## src/rtl/hpi_pkg.sv

```systemverilog
// Shared HPI definitions: register codes, engine states and default timing.
package hpi_pkg;

  localparam logic [1:0] HpiRegData    = 2'd0;
  localparam logic [1:0] HpiRegMailbox = 2'd1;
  localparam logic [1:0] HpiRegAddress = 2'd2;
  localparam logic [1:0] HpiRegStatus  = 2'd3;

  localparam int unsigned DefDataW     = 16;
  localparam int unsigned DefMaxBurst  = 16;
  localparam int unsigned DefStrobeCyc = 4;
  localparam int unsigned DefSetupCyc  = 1;
  localparam int unsigned DefRecovCyc  = 2;
  localparam int unsigned TimerW       = 8;

  typedef enum logic [2:0] {
    StIdle,
    StSetup,
    StStrobe,
    StRecov,
    StWait,
    StDone
  } state_e;

endpackage

```

## src/rtl/hpi_access_timer.sv

```systemverilog
// Loadable down-counter timing one access phase; tc_o marks the phase's last cycle.
module hpi_access_timer
  import hpi_pkg::*;
#(
  parameter int unsigned Width = TimerW
) (
  input  logic             clk_i,
  input  logic             reset_i,
  input  logic             load_i,
  input  logic [Width-1:0] load_val_i,
  output logic             tc_o,
  output logic             zero_o
);

  logic [Width-1:0] count_q;

  always_ff @(posedge clk_i) begin
    if (reset_i) begin
      count_q <= '0;
    end else if (load_i) begin
      count_q <= load_val_i;
    end else if (count_q != '0) begin
      count_q <= count_q - Width'(1);
    end
  end

  assign tc_o   = (count_q == Width'(1));
  assign zero_o = (count_q == '0);

endmodule

```

## src/rtl/hpi_burst_master.sv

```systemverilog
// HPI burst engine: address phase then up to MAX_BURST data accesses, stream-side handshakes.
module hpi_burst_master
  import hpi_pkg::*;
#(
  parameter int unsigned DATA_W     = DefDataW,
  parameter int unsigned MAX_BURST  = DefMaxBurst,
  parameter int unsigned STROBE_CYC = DefStrobeCyc,
  parameter int unsigned SETUP_CYC  = DefSetupCyc,
  parameter int unsigned RECOV_CYC  = DefRecovCyc,
  parameter int unsigned LEN_W      = $clog2(MAX_BURST + 1)
) (
  input  logic              clk,
  input  logic              reset,
  input  logic              cmd_valid,
  output logic              cmd_ready,
  input  logic              cmd_write,
  input  logic [15:0]       cmd_addr,
  input  logic [LEN_W-1:0]  cmd_len,
  input  logic [DATA_W-1:0] wr_data,
  input  logic              wr_valid,
  output logic              wr_ready,
  output logic [DATA_W-1:0] rd_data,
  output logic              rd_valid,
  input  logic              rd_ready,
  output logic              done,
  output logic              otg_hpi_cs_n,
  output logic [1:0]        otg_hpi_address,
  output logic              otg_hpi_r_n,
  output logic              otg_hpi_w_n,
  output logic [DATA_W-1:0] otg_hpi_data_out,
  output logic              otg_hpi_data_oe,
  input  logic [DATA_W-1:0] otg_hpi_data_in
);

  state_e            state_q, state_d;
  logic              write_q, write_d;
  logic [LEN_W-1:0]  len_q, len_d;
  logic [LEN_W-1:0]  word_q, word_d;
  logic              timer_load, timer_tc, timer_zero;
  logic [TimerW-1:0] timer_val;
  logic              accept, wr_take, rd_ack, capture, last_word;
  logic              hpi_active_d, wr_access_d;

  hpi_access_timer #(
    .Width(TimerW)
  ) u_timer (
    .clk_i     (clk),
    .reset_i   (reset),
    .load_i    (timer_load),
    .load_val_i(timer_val),
    .tc_o      (timer_tc),
    .zero_o    (timer_zero)
  );

  assign accept    = cmd_valid & cmd_ready;
  assign wr_take   = wr_valid & wr_ready;
  assign rd_ack    = rd_valid & rd_ready;
  assign last_word = (word_q == len_q);
  // Word 0 is the address phase, so only data words are captured.
  assign capture   = (state_q == StStrobe) && timer_tc && !write_q && (word_q != '0);

  always_comb begin
    state_d    = state_q;
    write_d    = write_q;
    len_d      = len_q;
    word_d     = word_q;
    timer_load = 1'b0;
    timer_val  = '0;
    unique case (state_q)
      StIdle: begin
        if (accept) begin
          state_d = StSetup;
          write_d = cmd_write;
          word_d  = '0;
          len_d   = (cmd_len > LEN_W'(MAX_BURST)) ? LEN_W'(MAX_BURST) : cmd_len;
        end
      end
      StSetup:  if (timer_tc) state_d = StStrobe;
      StStrobe: if (timer_tc) state_d = StRecov;
      StRecov: begin
        // Recovery stretches while the final read word is still unacknowledged.
        if (timer_tc || timer_zero) begin
          if (!last_word) begin
            state_d = StWait;
            word_d  = word_q + LEN_W'(1);
          end else if (!rd_valid) begin
            state_d = StDone;
          end
        end
      end
      StWait: begin
        if (write_q ? wr_take : (!rd_valid || rd_ack)) state_d = StSetup;
      end
      StDone:  state_d = StIdle;
      default: state_d = StIdle;
    endcase

    if (state_d != state_q) begin
      timer_load = 1'b1;
      case (state_d)
        StSetup:  timer_val = TimerW'(SETUP_CYC);
        StStrobe: timer_val = TimerW'(STROBE_CYC);
        StRecov:  timer_val = TimerW'(RECOV_CYC);
        default:  timer_load = 1'b0;
      endcase
    end
  end

  assign hpi_active_d = (state_d == StSetup) || (state_d == StStrobe);
  assign wr_access_d  = (word_d == '0) || write_d;

  // Outputs are registered from next-state so they line up with the state register.
  always_ff @(posedge clk) begin
    if (reset) begin
      state_q          <= StIdle;
      write_q          <= 1'b0;
      len_q            <= '0;
      word_q           <= '0;
      cmd_ready        <= 1'b0;
      wr_ready         <= 1'b0;
      rd_data          <= '0;
      rd_valid         <= 1'b0;
      done             <= 1'b0;
      otg_hpi_cs_n     <= 1'b1;
      otg_hpi_address  <= 2'd0;
      otg_hpi_r_n      <= 1'b1;
      otg_hpi_w_n      <= 1'b1;
      otg_hpi_data_out <= '0;
      otg_hpi_data_oe  <= 1'b0;
    end else begin
      state_q         <= state_d;
      write_q         <= write_d;
      len_q           <= len_d;
      word_q          <= word_d;
      cmd_ready       <= (state_d == StIdle);
      wr_ready        <= (state_d == StWait) && write_d;
      done            <= (state_d == StDone);
      otg_hpi_cs_n    <= !hpi_active_d;
      otg_hpi_w_n     <= !((state_d == StStrobe) && wr_access_d);
      otg_hpi_r_n     <= !((state_d == StStrobe) && !wr_access_d);
      otg_hpi_data_oe <= hpi_active_d && wr_access_d;
      if (state_d == StSetup) begin
        otg_hpi_address <= (word_d == '0) ? HpiRegAddress : HpiRegData;
      end
      if (accept) begin
        otg_hpi_data_out <= DATA_W'(cmd_addr);
      end else if (wr_take) begin
        otg_hpi_data_out <= wr_data;
      end
      if (capture) begin
        rd_data  <= otg_hpi_data_in;
        rd_valid <= 1'b1;
      end else if (rd_ack) begin
        rd_valid <= 1'b0;
      end
    end
  end

endmodule

```

## config.mk

```make
export PLATFORM = sky130hd
export DESIGN_NAME = hpi_burst_master
export DESIGN_NICKNAME = d
export VERILOG_FILES = /design/src/rtl/hpi_pkg.sv /design/src/rtl/hpi_access_timer.sv /design/src/rtl/hpi_burst_master.sv
export SDC_FILE = /design/constraint.sdc
export NUM_CORES = 1
export LEC_CHECK = 0
export CAP_MARGIN = 40
export CORE_MARGIN = 4
export CORE_UTILIZATION = 51
export CTS_BUF_LIST = sky130_fd_sc_hd__clkbuf_8
export DETAILED_ROUTE_END_ITERATION = 8
export HOLD_SLACK_MARGIN = 0.05
export PLACE_DENSITY_LB_ADDON = 0.08
export RECOVER_POWER = 100
export SETUP_SLACK_MARGIN = 0.05
export SLEW_MARGIN = 20
export SYNTH_ARGS = -nofsm -noshare
export SYNTH_HDL_FRONTEND = slang
export SYNTH_HIERARCHICAL = 1
export SYNTH_SLANG_ARGS = --single-unit
```

## constraint.sdc

```tcl
create_clock -name clk -period 5.5 [get_ports clk]
set_input_delay 1.1 -clock clk [delete_from_list [all_inputs] [get_ports clk]]
set_output_delay 1.1 -clock clk [all_outputs]
set_load 0.02 [all_outputs]
```

==> summary.md <==
| Metric | Value |
|---|---|
| Max_slew headroom | 22.5% |
| WL final | 7800 µm |
| Vias per std cell | 5.46 |
| Post-synth top area share | 41.5% |
| CTS max path bufs | 2 |
| Status | completed |
| Mapped cell area | 3040 µm² |
| Leak | 1.71 nW |
| Final worst path period share | 74.1% |
| H-tree levels | 3 |
| Die ar. | 7260 µm² |
| # setup viols final | 0 |
| GRT overflow | 0 |
| Core area | 5640 µm² |
| Finished Layout Cells | 525 |
| Pwr dens | 344 nW/µm² |
| IO Port Bufs | 99 |
| Critical Path AT | 4340 ps |
| DR vias | 2865 |
| Final Skew | 8.80 ps |
| Main combinational cell family by area after synthesis | simple AND/OR/NAND/NOR gates |
| Sequential area share after synthesis | 41.5% |
| Clock slew at reported path FFs | 60 ps |
| Asr flop ratio synth | 0% |
| Die Wd | 85.2 µm |
| Cells after Synth | 352 |
| # DRC | 0 |
| CTS resizes | 0 |
| Fraction of the mapped netlist area in adder cells | 1.65% |
| Number of global-route vias before repair | 2820 |
| Synth top area cells | dfxtp_1 41%, mux2i_1 6.6%, nor2_1 6.0%, a311oi_1 5.2%, nand2_1 3.7% |
| Min Tclk post-route | 4070 ps |
| Cts hold-fix bufs | 0 |
| Max Clock Freq | 246 MHz |
| Post-synthesis register bit count | 63 |
| Overall Global Routing Usage | 22.2% |
| Startpoint Class | input port |
| Initial antenna violation count | 0 |
| Largest net degree at the start of global routing | 42 |
| IO Pins | 101 |
| Antenna diode count | 0 |
| Critical path required time | 5760 ps |
| Simple logic cell fraction of the synthesized area | 24.3% |
| Layout fillers | 425 |
| Placed Cells | 508 |
| Global-route wire length before repair | 13100 µm |
| Dominant cell type by area after synthesis | dfxtp_1 |
| # rows | 27 |
| Post-synthesis mux area share | 6.58% |
| Unrepaired setup endpoints after global routing | false |
| Slew Viols, Final | 0 |
| CTS root buf | clkbuf_8 |
| Nets | 511 |
| DPL Wire Length | 5610 µm |
| Setup bufs post-CTS | 0 |
| Endpoints failing hold | 0 |
| Post-synthesis xor/xnor area fraction | 1.73% |
| Layout area overhead | 39.8% |
| Max_cap viols | 0 |
| Clock latency at the later pin of the worst-skew pair | 330 ps |
| Initial core utilization | 53.9% |
| Compound-Gate Fraction of Synth Area | 18.1% |
| YS warnings | 6 |
| 1st-iter DRT viols | 180 |
| Synth Area per Inst | 8.64 µm² |
| Num CTS Buffers | 9 |
| Hold WC Path Type | reg -> reg |
| Crit Path Class | in -> reg |
| Clock sink count | 63 |
| Post-DRT Antenna Nets | 0 |
| CP endpoint kind | flip-flop |
| TritonCTS clock tree | yes |
| Layout cell share with drive strength beyond 1 | 6.84% |
| Setup TNS | 0 ps |
| Gpl congestion | 0.816 |
| Pre-Repair DR Iteration Count | 4 |
| EDFF count, synth | 0 |
| Crit-path max FO | 20 |
| Height of the chip | 85.2 µm |
| Predominant post-synthesis flop cell | dfxtp_1 |
| WL per Instance | 14.9 µm |
| Maximum VDD drop | 0.250 mV |
| Slew at the pin closest to its max-slew limit | 1160 ps |
| Yosys cell types | 61 |
[synth_stat cells, drive strengths merged, types with 3 or more instances]
library cell	n
or2	3
nor3	6
or4	5
a311oi	18
a22oi	3
mux2i	20
xor2	5
a21oi	15
o21ai	12
dfxtp	63
buf	16
nand2	31
clkbuf	10
nor3b	7
nor2	50
ha	4
a31oi	3
inv	14
or3	3
nor2b	9
nand3	20
[worst paths after layout]
check / start / endpoint / slack (ps) / cells past startpoint
worst max-delay path: cmd_valid / otg_hpi_data_oe / 1430 / 7
worst min-delay path: u_timer/count_q[5] / u_timer/count_q[5] / 490 / 2
worst max register to register: u_timer/count_q[3] / rd_data[1] / 1840 / 9
worst min register to register: u_timer/count_q[5] / u_timer/count_q[5] / 490 / 2
[flip-flops by register name (all words and copies together) (netlist names), 3 cells and up]
name / flops
len_q: 5
u_timer/count_q: 8
word_q: 5
otg_hpi_data_out: 16
rd_data: 16
state_q: 3
[logic make-up (layout without fill, tap and decap cells)]
| family | count (synthesis) | count (layout) |
|---|---|---|
| compound gates | 72 | 72 |
| xor+xnor | 6 | 6 |
| fa+ha+maj | 4 | 4 |
| buf+inv | 40 | 134 |
| flops | 63 | 63 |
| mux | 20 | 20 |
| other cells | 1 | 8 |
| simple gates | 146 | 146 |
[layout make-up]
cell class                 count  area [µm²]  area share [%]
inverter                      14        52.6            1.24
tap                           72        90.1            2.12
timing repair buffer         104        1020            24.0
sequential                    63        1260            29.7
multi-input combinational    256        1600            37.7
clock buffer                  11         151            3.56
clock inverter                 5        72.6            1.71
[cell usage in the layout (no fill, tap or decap), types with 2 or more instances in the layout]
| cell type | netlist | layout |
|---|---|---|
| a31oi_1 | 3 | 3 |
| a311oi_1 | 18 | 18 |
| ha_1 | 4 | 4 |
| a221oi_1 | 2 | 2 |
| nor2b_1 | 9 | 9 |
| or4_1 | 5 | 5 |
| nor2_1 | 49 | 49 |
| nand2_1 | 30 | 30 |
| xor2_1 | 5 | 5 |
| a21oi_1 | 15 | 15 |
| or3b_2 | 2 | 2 |
| conb_1 | 1 | 8 |
| nor3_1 | 5 | 5 |
| clkbuf_1 | 9 | 4 |
| mux2i_1 | 20 | 20 |
| inv_1 | 14 | 16 |
| dlygate4sd3_1 | 0 | 42 |
| a22oi_1 | 3 | 3 |
| or2b_2 | 2 | 2 |
| clkbuf_8 | 0 | 11 |
| bufinv_16 | 0 | 2 |
| nand3_1 | 20 | 20 |
| or3_1 | 3 | 3 |
| dfxtp_1 | 63 | 63 |
| nor4b_1 | 2 | 2 |
| o221ai_1 | 2 | 2 |
| a21boi_0 | 2 | 2 |
| or2_2 | 2 | 2 |
| clkdlybuf4s50_1 | 0 | 56 |
| nor3b_1 | 6 | 7 |
| o21ai_0 | 10 | 10 |
[where the power goes]
| group | internal, mW | switching, mW |
|---|---|---|
| Clock | 0.276 | 0.173 |
| Sequential | 0.514 | 0.0600 |
| Combinational | 0.203 | 0.238 |
| Total | 0.993 | 0.471 |
[worst max-delay path, cell delays in order]
cell and delay [ps]:
dlygate4sd3_1 910, nand2_1 550, or4_1 860, nand2_1 190, mux2i_1 120, o41ai_1 410
nor2b_1 190
[per-layer routing]
metal	part of all wire (%)	track usage, %	vias to the layer above
met3	7.3	8.93	13
li1	-	-	1437
met5	0	0	-
met4	1.6	7.91	0
met1	43	27.0	1327
met2	48	35.5	88
[through the flow]
step / hold slack [ps] / setup WS [ps] / area (µm²) / util [%] / power, mW
floorplan: 458 / 2520 / 3070 / - / 0.878
global placement: 472 / 1280 / 4030 / 71.5 / 1.02
detailed placement: 475 / 1200 / 4070 / 72.1 / 1.04
CTS: 492 / 1530 / 4290 / 76.1 / 1.49
global route: 515 / 1160 / 4250 / 75.4 / 1.56
finish: 490 / 1430 / 4250 / 75.4 / 1.46
(Power assumes the default switching activity.)
